`src/rtl/gameboy_pkg.sv`:
```
// Shared bus types for the Game Boy core: request encoding, arbiter states and HRAM decode.
package gameboy_pkg;

  typedef enum logic [1:0] {
    BUS_IDLE        = 2'd0,
    BUS_READ        = 2'd1,
    BUS_WRITE       = 2'd2,
    BUS_FINISHED_OP = 2'd3
  } bus_op_t;

  typedef enum logic [2:0] {
    ARB_IDLE,
    ARB_ISSUE,
    ARB_CAPTURE,
    ARB_PAD,
    ARB_DONE
  } arb_state_t;

  localparam logic [15:0] HRAM_START = 16'hFF80;
  localparam logic [15:0] HRAM_END   = 16'hFFFE;

  function automatic logic is_hram(input logic [15:0] addr);
    return (addr >= HRAM_START) && (addr <= HRAM_END);
  endfunction

  function automatic logic is_request(input bus_op_t op);
    return (op == BUS_READ) || (op == BUS_WRITE);
  endfunction

endpackage

```
`src/rtl/mmu_bus_arbiter_timer.sv`:
```
// Access-length timer: loaded while the arbiter is in ISSUE, counts down through PAD.
module bus_access_timer #(
  parameter int ACCESS_CYCLES = 4
) (
  input  logic clk,
  input  logic reset,
  input  logic load,
  input  logic dec,
  output logic expired
);

  localparam int CW = $clog2(ACCESS_CYCLES);

  logic [CW-1:0] count;

  // NOTE: non-blocking assignments for every register so all flops update together at the edge.
  always_ff @(posedge clk or negedge reset) begin
    if (!reset) begin
      count <= '0;
    end else if (load) begin
      count <= CW'(ACCESS_CYCLES - 3);
    end else if (dec && (count != '0)) begin
      count <= count - 1'b1;
    end
  end

  // Zero means no PAD cycles remain: CAPTURE or PAD moves straight to DONE.
  assign expired = (count == '0);

endmodule

```
`src/rtl/mmu_bus_arbiter.sv`:
```
// CPU / OAM-DMA arbiter for the single MMU port; fixed-length accesses, DMA has priority.
// Optional build macro: BUS_ARB_DMA_LOCKOUT_EN (blocks non-HRAM CPU accesses during OAM DMA).
module mmu_bus_arbiter
  import gameboy_pkg::*;
#(
  parameter int ACCESS_CYCLES = 4
) (
  input  logic        clk,
  input  logic        reset,
  input  bus_op_t     cpu_bus_op,
  input  logic [15:0] cpu_addr,
  input  logic [7:0]  cpu_wdata,
  output logic [7:0]  cpu_rdata,
  output logic        cpu_done,
  input  bus_op_t     dma_bus_op,
  input  logic [15:0] dma_addr,
  input  logic [7:0]  dma_wdata,
  output logic [7:0]  dma_rdata,
  output logic        dma_done,
  input  logic        dma_active,
  output logic        grant_dma,
  output logic [15:0] mmu_address,
  output logic [7:0]  mmu_write_data,
  output logic        mmu_read_en,
  output logic        mmu_write_en,
  input  logic [7:0]  mmu_read_data
);

  arb_state_t state;
  logic       read_q;
  logic       blocked_q;
  logic       dma_req;
  logic       cpu_req;
  logic       cpu_blocked;
  logic       timer_load;
  logic       timer_dec;
  logic       pad_expired;
  logic       enter_done;

  assign dma_req = is_request(dma_bus_op);
  assign cpu_req = is_request(cpu_bus_op);

`ifdef BUS_ARB_DMA_LOCKOUT_EN
  assign cpu_blocked = dma_active && !is_hram(cpu_addr);
`else
  logic unused_dma_active;
  assign unused_dma_active = dma_active;
  assign cpu_blocked       = 1'b0;
`endif

  assign timer_load = (state == ARB_ISSUE);
  assign timer_dec  = (state == ARB_CAPTURE) || (state == ARB_PAD);
  assign enter_done = timer_dec && pad_expired;

  bus_access_timer #(
    .ACCESS_CYCLES(ACCESS_CYCLES)
  ) u_timer (
    .clk     (clk),
    .reset   (reset),
    .load    (timer_load),
    .dec     (timer_dec),
    .expired (pad_expired)
  );

  // mmu_address/mmu_write_data double as the request latch: loaded once when leaving
  // IDLE and held until the next issued transfer, so input changes never reach the MMU.
  always_ff @(posedge clk or negedge reset) begin
    if (!reset) begin
      state          <= ARB_IDLE;
      read_q         <= 1'b0;
      blocked_q      <= 1'b0;
      grant_dma      <= 1'b0;
      mmu_address    <= '0;
      mmu_write_data <= '0;
      mmu_read_en    <= 1'b0;
      mmu_write_en   <= 1'b0;
      cpu_done       <= 1'b0;
      dma_done       <= 1'b0;
      cpu_rdata      <= 8'hFF;
      dma_rdata      <= 8'hFF;
    end else begin
      mmu_read_en  <= 1'b0;
      mmu_write_en <= 1'b0;
      cpu_done     <= 1'b0;
      dma_done     <= 1'b0;

      case (state)
        ARB_IDLE: begin
          if (dma_req) begin
            state          <= ARB_ISSUE;
            grant_dma      <= 1'b1;
            read_q         <= (dma_bus_op == BUS_READ);
            blocked_q      <= 1'b0;
            mmu_address    <= dma_addr;
            mmu_write_data <= dma_wdata;
            mmu_read_en    <= (dma_bus_op == BUS_READ);
            mmu_write_en   <= (dma_bus_op == BUS_WRITE);
          end else if (cpu_req) begin
            state     <= ARB_ISSUE;
            grant_dma <= 1'b0;
            read_q    <= (cpu_bus_op == BUS_READ);
            blocked_q <= cpu_blocked;
            if (!cpu_blocked) begin
              mmu_address    <= cpu_addr;
              mmu_write_data <= cpu_wdata;
              mmu_read_en    <= (cpu_bus_op == BUS_READ);
              mmu_write_en   <= (cpu_bus_op == BUS_WRITE);
            end
          end
        end
        ARB_ISSUE: state <= ARB_CAPTURE;
        ARB_CAPTURE: begin
          state <= ARB_PAD;
          if (read_q) begin
            if (blocked_q)      cpu_rdata <= 8'hFF;
            else if (grant_dma) dma_rdata <= mmu_read_data;
            else                cpu_rdata <= mmu_read_data;
          end
        end
        ARB_PAD:  state <= ARB_PAD;
        ARB_DONE: state <= ARB_IDLE;
        default:  state <= ARB_IDLE;
      endcase

      // Overrides the CAPTURE/PAD next-state above once the access length is used up.
      if (enter_done) begin
        state    <= ARB_DONE;
        dma_done <= grant_dma;
        cpu_done <= !grant_dma;
      end
    end
  end

endmodule

```
`config.mk`:
```
export PLATFORM = sky130hd
export DESIGN_NAME = mmu_bus_arbiter
export DESIGN_NICKNAME = d
export VERILOG_FILES = /design/src/rtl/gameboy_pkg.sv /design/src/rtl/mmu_bus_arbiter_timer.sv /design/src/rtl/mmu_bus_arbiter.sv
export SDC_FILE = /design/constraint.sdc
export NUM_CORES = 1
export LEC_CHECK = 0
export ABC_CLOCK_PERIOD_IN_PS = 4200
export BUFFER_PORTS_ARGS = -buffer_cell sky130_fd_sc_hd__buf_2
export CAP_MARGIN = 20
export CORE_ASPECT_RATIO = 0.8
export CORE_MARGIN = 4
export CORE_UTILIZATION = 50
export DETAILED_ROUTE_END_ITERATION = 10
export HOLD_SLACK_MARGIN = 0.1
export MAX_ROUTING_LAYER = met4
export PLACE_DENSITY = 0.85
export SYNTH_ARGS = -nofsm -noshare
export SYNTH_HDL_FRONTEND = slang
export SYNTH_SLANG_ARGS = --single-unit
```
`constraint.sdc`:
```
create_clock -name clk -period 4.2 [get_ports clk]
set_clock_uncertainty 0.1 [all_clocks]
set_input_delay 0.63 -clock clk [delete_from_list [all_inputs] [get_ports clk]]
set_output_delay 0.63 -clock clk [all_outputs]
set_load 0.005 [all_outputs]
```
=== Word level (Yosys, flattened, before mapping) ===
Index checks and enable logic that the tools add are counted.

* Register bits: 52
* Output and inout bits: 45
* Word-level logic and storage cells: 64
* Bits of input ports: 63

* Reductions and logical operators: 15
* Muxes and demuxes: 25
* Equality and inequality tests: 9
* Add/sub/neg operators: 1
* Bitwise logic cells: 1

{| class="wikitable"
|+ Operators with widths
! cell !! count
|-
| 16-bit 2-to-1 mux || 2
|-
| 8-bit 2-to-1 mux || 4
|-
| 1-bit 2-to-1 mux || 13
|-
| 3-bit 2-to-1 mux || 3
|-
| 3-bit one-hot mux with 3 select lines || 1
|-
| 3-bit by 2-bit equality test with 1-bit output (second input constant) || 2
|-
| 2-bit nonzero test || 3
|-
| 2-bit by 1-bit equality test with 1-bit output (second input constant) || 2
|-
| 2-bit equality test (second input constant) || 2
|-
| 2-bit 2-to-1 mux || 2
|-
| 4-bit != test (second input constant) || 1
|-
| 4-bit AND reduction || 1
|-
| 3-bit by 1-bit equality test with 1-bit output (second input constant) || 1
|-
| 3-bit zero test || 1
|-
| 1-bit logical OR || 3
|-
| 3-bit AND reduction || 1
|-
| 1-bit logical AND || 2
|-
| 2-bit zero test || 1
|-
| 2-bit by 1-bit != test with 1-bit output (second input constant) || 1
|-
| 2-bit AND reduction || 1
|-
| 2-bit OR reduction || 1
|-
| 2-bit by 1-bit subtractor with 2-bit output (second input constant) || 1
|-
| 1-bit zero test || 1
|-
| 1-bit inverter || 1
|}

=== Longest topological paths before layout ===
Gate-level depths: netlist (run 1).

* Depth after elaboration: 6
* Gate-level depth with buffers: 7
* Mapped depth without buffers: 5

=== By module ===
Synthesis (run 1) repeated with hierarchy kept, for this count alone.

* Cell total of the unflattened synthesis: 189
* Area, all modules: 2381.0 um^2

{| class="wikitable"
|+ Modules (own cells, without submodules)
! module !! sequential area each (um^2) !! instances !! area an instance (um^2) !! cells an instance
|-
| mmu_bus_arbiter || 1246.2 || 1 || 2264.7 || 178
|-
| bus_access_timer || 50.0 || 1 || 116.4 || 11
|}

=== Worst setup path after synthesis (run 1) ===
OpenSTA, ideal clock, no wires.

* Path kind: input port to flip-flop
* From: input port dma_bus_op[0]
* To: register mmu_address[0]
* Stages on the path: 6
* Library setup time: 0.126 ns
* Path buffers: 2
* Data required time: 3.974 ns
* Arrival: 1.799 ns
* Slack: 2.175 ns
* Cell sequence: inv_1 > ha_1 > buf_4 > a2111oi_4 > buf_2 > a21oi_1

* Word-level cells in the longest chain between the ends: 4
* Elaborated cells between the ends (all ways): 6
* Classes of those cells: 2 x eq/ne; 1 x mux; 3 x reduce/logical

{| class="wikitable"
|+ Ends and longest elaborated chain
! what !! line !! text
|-
| from (decl) || mmu_bus_arbiter.sv:15 || <nowiki>input bus_op_t dma_bus_op,</nowiki>
|-
| 2-bit by 1-bit equality test with 1-bit output / 2-bit equality test (equally long branches) || gameboy_pkg.sv:27 || <nowiki>return (op == BUS_READ) || (op == BUS_WRITE);</nowiki>
|-
| 1-bit logical OR * || gameboy_pkg.sv:27 ||
|-
| 2-bit nonzero test (no line) || -- ||
|-
| 2-bit AND reduction (no line) || -- ||
|-
| to (signal assigned) || mmu_bus_arbiter.sv:94 || <nowiki>mmu_address <= dma_addr;</nowiki>
|-
| to (signal assigned) || mmu_bus_arbiter.sv:104 || <nowiki>mmu_address <= cpu_addr;</nowiki>
|-
| to (decl) || mmu_bus_arbiter.sv:22 || <nowiki>output logic [15:0] mmu_address,</nowiki>
|}

Mark *: on every way between the ends. The rest lies on a longest branch, timed or not.
A chain may end at the register's enable or synchronous reset.

=== Worst setup path after layout (run 1) ===
* From: input port dma_bus_op[0]
* To: register mmu_write_data[6]

* Word-level cells in the longest chain between the ends: 4
* Elaborated cells between the ends (all ways): 6
* Classes of those cells: 2 x eq/ne; 1 x mux; 3 x reduce/logical

{| class="wikitable"
|+ Ends and longest elaborated chain
! what !! line !! text
|-
| 2-bit by 1-bit equality test with 1-bit output / 2-bit equality test (equally long branches) || gameboy_pkg.sv:27 ||
|-
| 1-bit logical OR * || gameboy_pkg.sv:27 ||
|-
| 2-bit nonzero test (no line) || -- ||
|-
| 2-bit AND reduction (no line) || -- ||
|-
| to (signal assigned) || mmu_bus_arbiter.sv:95 || <nowiki>mmu_write_data <= dma_wdata;</nowiki>
|-
| to (signal assigned) || mmu_bus_arbiter.sv:105 || <nowiki>mmu_write_data <= cpu_wdata;</nowiki>
|-
| to (decl) || mmu_bus_arbiter.sv:23 || <nowiki>output logic [7:0] mmu_write_data,</nowiki>
|}

Marks and branches as above.

==> results.py, run 1 <==
metrics = {
    "run_status": {
        "status": "completed",
    },
    "sta": {
        "setup_viol": 0,
        "rsz0062_at_grt": "no",
        "tightest_slew_ps": 603.6,
        "finalSetupTns_ps": 0,
        "final_max_slew_viol_count": 0,
        "hold_viol_final": 0,
        "setup_ws_ps": 1977,
        "fin_crit_ps": 2223,
        "max_freq_mhz": 449.8,
        "fin_crit_sh": 0.5293,
        "maxSlewHeadroom": 0.5976,
    },
    "critical_path": {
        "crit_fanout": 51,
        "path_depth": 8,
        "reg2reg_from": "state[1]",
        "rr_endpoint": "cpu_rdata[4]",
        "cp.arrival_ps": 2350,
        "r2r_cells": 3,
        "cp-start-kind": "input port",
        "path_class": "input port to register",
        "cp-end-kind": "register",
        "timing.critical_path.mode_cell": "buf_4",
        "cpMaxStageDelayCell": "buf_4",
        "crit_end": "mmu_write_data[6]",
        "r2r_slack_ps": 2370,
        "cpLargestDelayFamily": "buffers and inverters",
        "cp_slowest_stage_delay_ps": 450,
        "cp_data_required_time_ps": 4330,
        "crit_path_start": "dma_bus_op[0]",
        "path_cells": "buf_2, inv_1, ha_1, buf_4, a2111oi_4, buf_4, nor2_1, a21oi_1",
        "path_buf_inv": 4,
    },
    "global_route": {
        "antenna_found_initial": 0,
        "globalRoute.totalOverflow": 0,
        "grt_use_total": 0.1797,
        "grt_pass1_wl_um": 7859,
        "first_global_vias": 1737,
        "grt_max_degree": 52,
    },
    "detailed_routing": {
        "first_pass_iters": 4,
        "drtIter0Drc": 57,
        "drc_errors": 0,
        "routed_wl_um": 4710,
        "vias_per_cell": 4.911,
        "route.vias.total": 1719,
        "wl_per_cell_um": 13.46,
        "drtAntennaViolNets": 0,
    },
    "synthesis": {
        "synthArstFlopShare": 1.000,
        "synth.area.top_cells": "dfrtp_1, dfstp_2, mux2i_1, mux2_2, a21oi_1",
        "ys_ff_latch": 51,
        "yosysTopAreaCell": "dfrtp_1",
        "synthDistinctLibCells": 26,
        "ys_seq_area_frac": 0.5667,
        "syn_nets": 253,
        "synth_top_cells_by_count": "dfrtp_1, nor2_1, a21oi_1, mux2i_1, dfstp_2",
        "ys_warn_count": 0,
        "synth_edf_count": 0,
        "yosys.cell_count.top_type": "dfrtp_1",
        "synth_ff_type": "dfrtp_1",
        "syn-cell-area_sq_mm": 0.002287,
        "yosys.area.top_type_share": 0.3829,
        "syn_area_per_cell_sq_um": 12.36,
        "synthesis.instances": 185,
    },
    "floorplan": {
        "die_x_um": 83.62,
        "start_util": 0.5308,
        "die-area_sq_mm": 0.005727,
        "io_pins": 108,
        "die_h_um": 68.50,
        "row_count": 21,
        "core-area_sq_mm": 0.004309,
    },
    "power_and_ir_drop": {
        "max-vdd-ir-drop_mv": 0.3302,
        "p_int_mw": 1.347,
        "comb_power_share": 0.387,
        "switching_share": 0.3317,
        "power_frac_seq": 0.461,
        "p_sw_uw": 668.7,
        "p_clk_frac": 0.152,
        "p_per_area_mw_per_mm2": 682.2,
        "leakage_nw": 1.496,
    },
    "clock_network": {
        "cts_setup_buffers": 0,
        "clockRootBuffer": "clkbuf_8",
        "cts_buffers": 5,
        "worstSkewPairLatency_ps": 300,
        "cts_max_path_buffers": 2,
        "cts.clk_slew.worst_paths_ps": 90,
        "cts_sinks": 51,
        "htree_levels": 2,
        "cts_hold_repair.buffers": 0,
        "post_cts_resized": 0,
        "cts_tree": "yes",
    },
    "final_layout": {
        "nets": 360,
        "antennaDiodeCount": 0,
        "drive_gt1_frac": 0.5154,
        "syn_to_final_growth_pct": 29.21,
    },
    "job": {
        "drv_cap": 0,
    },
    "hold_path": {
        "min_path_type": "input port to async pin",
    },
    "placed_design": {
        "dpl.hpwl_um": 3593,
        "preCtsSetupSlack_ps": 1612,
        "routabilityCongestion": 0.7368,
        "portBuffers": 106,
    },
}
## registers in the layout (all words and copies together), names as in the netlist
register        flops
mmu_address        16
cpu_rdata           8
dma_rdata           8
mmu_write_data      8
state               3
u_timer.count       2
cpu_done            1
dma_done            1
grant_dma           1
mmu_read_en         1
mmu_write_en        1
read_q              1
## area by class of cell
| cell class | count | area, sq um |
|---|---|---|
| Clock inverter | 1 | 7.507 |
| Clock buffer | 7 | 97.59 |
| Fill cell | 340 | 1354 |
| Multi-Input combinational cell | 118 | 903.4 |
| Inverter | 7 | 26.28 |
| Timing Repair Buffer | 109 | 553.0 |
| Tap cell | 57 | 71.32 |
| Sequential cell | 51 | 1296 |
## through the flow
step,util,power (mW),cell area [sq um],hold WS (ps),cells
floorplan,-,1.411,2287,234.4,185
global placement,0.6614,1.691,2850,384.4,342
detailed placement,0.6614,1.738,2850,411.3,342
CTS,0.6858,2.050,2955,333.7,350
global route,0.6858,2.193,2955,359.4,350
finish,0.6858,2.016,2955,318.3,350
## routing by layer
metal | global-route usage | vias to the layer above | wire length [um]
met2 | 0.3006 | 58 | 2345
met4 | 0.05422 | 0 | 63
met3 | 0.05582 | 6 | 356
li1 | - | 856 | -
met1 | 0.2141 | 799 | 1944
met5 | - | - | 0
## power groups by stage
stage	Combinational (mW)	Sequential, mW	Clock, mW
after global routing	0.886	0.969	0.338
after CTS	0.801	0.931	0.318
final	0.781	0.929	0.306
after global placement	0.766	0.925	0
after floorplan	0.465	0.946	0
after detailed placement	0.803	0.935	0
## placed cells by master (no fill, tap or decap), drive strengths merged
cell      count
o21bai        1
a22o          1
nor2b         2
or3b          1
buf         109
and3          1
mux2i        26
clkbuf        7
nand4b        1
clkinvlp      1
ha            5
and2          1
dfrtp        35
mux2         16
or3           2
and4bb        1
a22oi         1
a21oi        26
a21o          1
a2111oi       1
dfstp        16
nor2         27
o21ai         4
inv           7
## how the worst min path moves through the flow
stage | start | endpoint | slack (ps) | cells past startpoint
2_1_floorplan | reset | cpu_done | 230 | 0
3_3_place_gp | u_timer.count[1] | u_timer.count[1] | 380 | 1
3_5_place_dp | mmu_address[6] | mmu_address[6] | 410 | 2
4_1_cts | reset | mmu_address[4] | 330 | 2
5_1_grt | reset | mmu_address[6] | 360 | 2
6_report | reset | state[2] | 320 | 2
## cells by family (layout without fill, tap and decap cells)
logic type / after synthesis / after routing / synth area share
multiplexers: 42 / 42 / 0.1926
AO/OA/AOI/OAI: 35 / 35 / 0.09136
buffers and inverters: 16 / 124 / 0.03830
AND/OR/NAND/NOR: 36 / 36 / 0.08370
flip-flops: 51 / 51 / 0.5667
adder cells (fa/ha/maj): 5 / 5 / 0.02735
Power figures use the tool's default switching activity.
==> run 2, diff against run 1 <==
--- a/config.mk
+++ b/config.mk
@@ -5,16 +5,16 @@
 export SDC_FILE = /design/constraint.sdc
 export NUM_CORES = 1
 export LEC_CHECK = 0
-export ABC_CLOCK_PERIOD_IN_PS = 4200
+export ABC_CLOCK_PERIOD_IN_PS = 2090
 export BUFFER_PORTS_ARGS = -buffer_cell sky130_fd_sc_hd__buf_2
 export CAP_MARGIN = 20
 export CORE_ASPECT_RATIO = 0.8
 export CORE_MARGIN = 4
-export CORE_UTILIZATION = 50
+export CORE_UTILIZATION = 46
 export DETAILED_ROUTE_END_ITERATION = 10
 export HOLD_SLACK_MARGIN = 0.1
 export MAX_ROUTING_LAYER = met4
-export PLACE_DENSITY = 0.85
+export PLACE_DENSITY = 0.79
 export SYNTH_ARGS = -nofsm -noshare
 export SYNTH_HDL_FRONTEND = slang
 export SYNTH_SLANG_ARGS = --single-unit
==> constraint.sdc (replaced) <==
create_clock -name clk -period 2.09 [get_ports clk]
set_clock_uncertainty 0.1 [all_clocks]
set_input_delay 0.3135 -clock clk [delete_from_list [all_inputs] [get_ports clk]]
set_output_delay 0.3135 -clock clk [all_outputs]
set_load 0.005 [all_outputs]
==> run 2 against run 1 <==
Compared with the run above: hold slack worse by 150 ps; non-clock buffer count increased by 4; sequential power up 100%; die area grew 7.8%; combinational power grew 110%; sequential share of layout area shrank 0.51 points; critical path type is now register to register; critical endpoint is now cpu_rdata[2]; largest power group unchanged.
==> results.py, run 2 (synthesis results as in run 1) <==
metrics = {
    "detailed_routing": {
        "routed_wl_um": 4896,
        "first_pass_iters": 4,
        "route.vias.total": 1768,
        "vias_per_cell": 4.952,
        "drtAntennaViolNets": 0,
        "drc_errors": 0,
        "wl_per_cell_um": 13.71,
        "drtIter0Drc": 75,
    },
    "clock_network": {
        "htree_levels": 2,
        "cts_setup_buffers": 0,
        "cts_max_path_buffers": 2,
        "clockRootBuffer": "clkbuf_8",
        "worstSkewPairLatency_ps": 290,
        "cts.clk_slew.worst_paths_ps": 80,
        "post_cts_resized": 0,
        "cts_tree": "yes",
        "cts_sinks": 51,
        "cts_buffers": 5,
    },
    "job": {
        "drv_cap": 0,
    },
    "critical_path": {
        "cpMaxStageDelayCell": "dfrtp_1",
        "crit_fanout": 8,
        "path_cells": "nor2b_4, and4bb_1, mux2_2",
        "cp_slowest_stage_delay_ps": 500,
        "cp.arrival_ps": 1920,
        "cp-end-kind": "register",
        "cp_data_required_time_ps": 2220,
        "path_class": "register to register",
        "cp-start-kind": "register",
    },
    "global_route": {
        "antenna_found_initial": 0,
        "globalRoute.totalOverflow": 0,
        "grt_use_total": 0.1713,
        "first_global_vias": 1706,
        "grt_max_degree": 44,
        "grt_pass1_wl_um": 7983,
    },
    "sta": {
        "tightest_slew_ps": 637.6,
        "finalSetupTns_ps": 0,
        "fin_crit_sh": 0.8601,
        "final_max_slew_viol_count": 0,
        "maxSlewHeadroom": 0.5749,
        "hold_viol_final": 0,
        "setup_viol": 0,
        "rsz0062_at_grt": "no",
        "fin_crit_ps": 1798,
        "max_freq_mhz": 556.3,
    },
    "power_and_ir_drop": {
        "p_per_area_mw_per_mm2": 1357,
        "max-vdd-ir-drop_mv": 0.6266,
        "leakage_nw": 1.517,
    },
    "placed_design": {
        "routabilityCongestion": 0.7225,
        "placed_area_sq_mm": 0.002889,
        "dp.cells": 348,
        "portBuffers": 106,
        "dpl.hpwl_um": 3897,
    },
    "final_layout": {
        "top_register": "mmu_address",
        "mostFrequentLayoutCells": "buf_2, dfrtp_1, nor2_1",
        "largest_register_ffs": 16,
        "antennaDiodeCount": 0,
        "fin_cells": 357,
        "syn_to_final_growth_pct": 30.74,
        "final_area_sq_mm": 0.002990,
        "nets": 364,
        "final_common_cell": "buf_2",
        "drive_gt1_frac": 0.5185,
    },
    "floorplan": {
        "start_util": 0.4859,
        "die-area_sq_mm": 0.006171,
        "core-area_sq_mm": 0.004707,
        "die_x_um": 86.84,
        "die_h_um": 71.07,
        "io_pins": 108,
        "row_count": 22,
    },
    "hold_path": {
        "min_path_type": "input port to register",
    },
    "run_status": {
        "status": "completed",
    },
}
[run 2: changes by cell type in the layout (fill, tap and decap cells not counted)]
cell,previous run,this run
buf_4,3,5
buf_12,0,1
clkinv_2,0,1
clkinvlp_4,1,0
clkbuf_8,5,6
clkbuf_16,1,0
dlygate4sd3_1,0,1
[run 2: power by group]
| part | total, mW | switching (mW) | internal [mW] |
|---|---|---|---|
| combinational | 1.62 | 0.757 | 0.859 |
| clock | 0.564 | 0.296 | 0.267 |
| sequential | 1.88 | 0.304 | 1.58 |
[run 2: timing repair]
item / 4_1_cts / 5_1_grt
hold buffers: 1 / 0
endpoints found under the hold margin: 12 / 0
setup endpoints to repair: 0 / 0
[run 2: metrics by stage]
step	setup slack [ps]	hold WS, ps	power [mW]	utilization
6_report	292.3	166.6	4.059	0.6353
5_1_grt	163.4	149.4	4.408	0.6353
4_1_cts	284.1	154.1	4.120	0.6353
3_5_place_dp	225.4	278.7	3.545	0.6138
3_3_place_gp	276.6	278.2	3.456	0.6138
2_1_floorplan	381.3	-82.09	2.835	-
[run 2: cell type report]
cell class	instances	area (sq um)
Clock buffer	7	86.33
Clock inverter	1	5.005
Fill cell	409	1717
Inverter	7	26.28
Multi-Input combinational cell	118	903.4
Sequential cell	51	1296
Tap cell	60	75.07
Timing Repair Buffer	113	598.1
[run 2: layer usage]
layer  global-route usage  routed length, um  vias up
met3              0.05588                527        4
li1                     -                  -      866
met1               0.2207               2130      816
met5                    -                  0        -
met2               0.2519               2194       82
met4              0.06228                 44        0
[run 2: worst max-delay path, delay by kind of cell (launching register included)]
family           cells  cell delay, ps
and+or+nand+nor      2             730
muxes                1             390
DFF                  1             500
[run 2: worst paths after layout]
| kind | start | endpoint | slack [ps] | depth (start not counted) |
|---|---|---|---|---|
| setup / recovery | state[1] | cpu_rdata[2] | 290 | 3 |
| hold / removal | mmu_read_data[7] | cpu_rdata[7] | 170 | 2 |
| setup reg to reg | state[1] | cpu_rdata[2] | 290 | 3 |
| hold reg to reg | u_timer.count[1] | u_timer.count[1] | 420 | 1 |
| max in group asynchronous | reset | state[1] | 800 | 3 |
| min in group asynchronous | reset | mmu_write_data[2] | 470 | 2 |
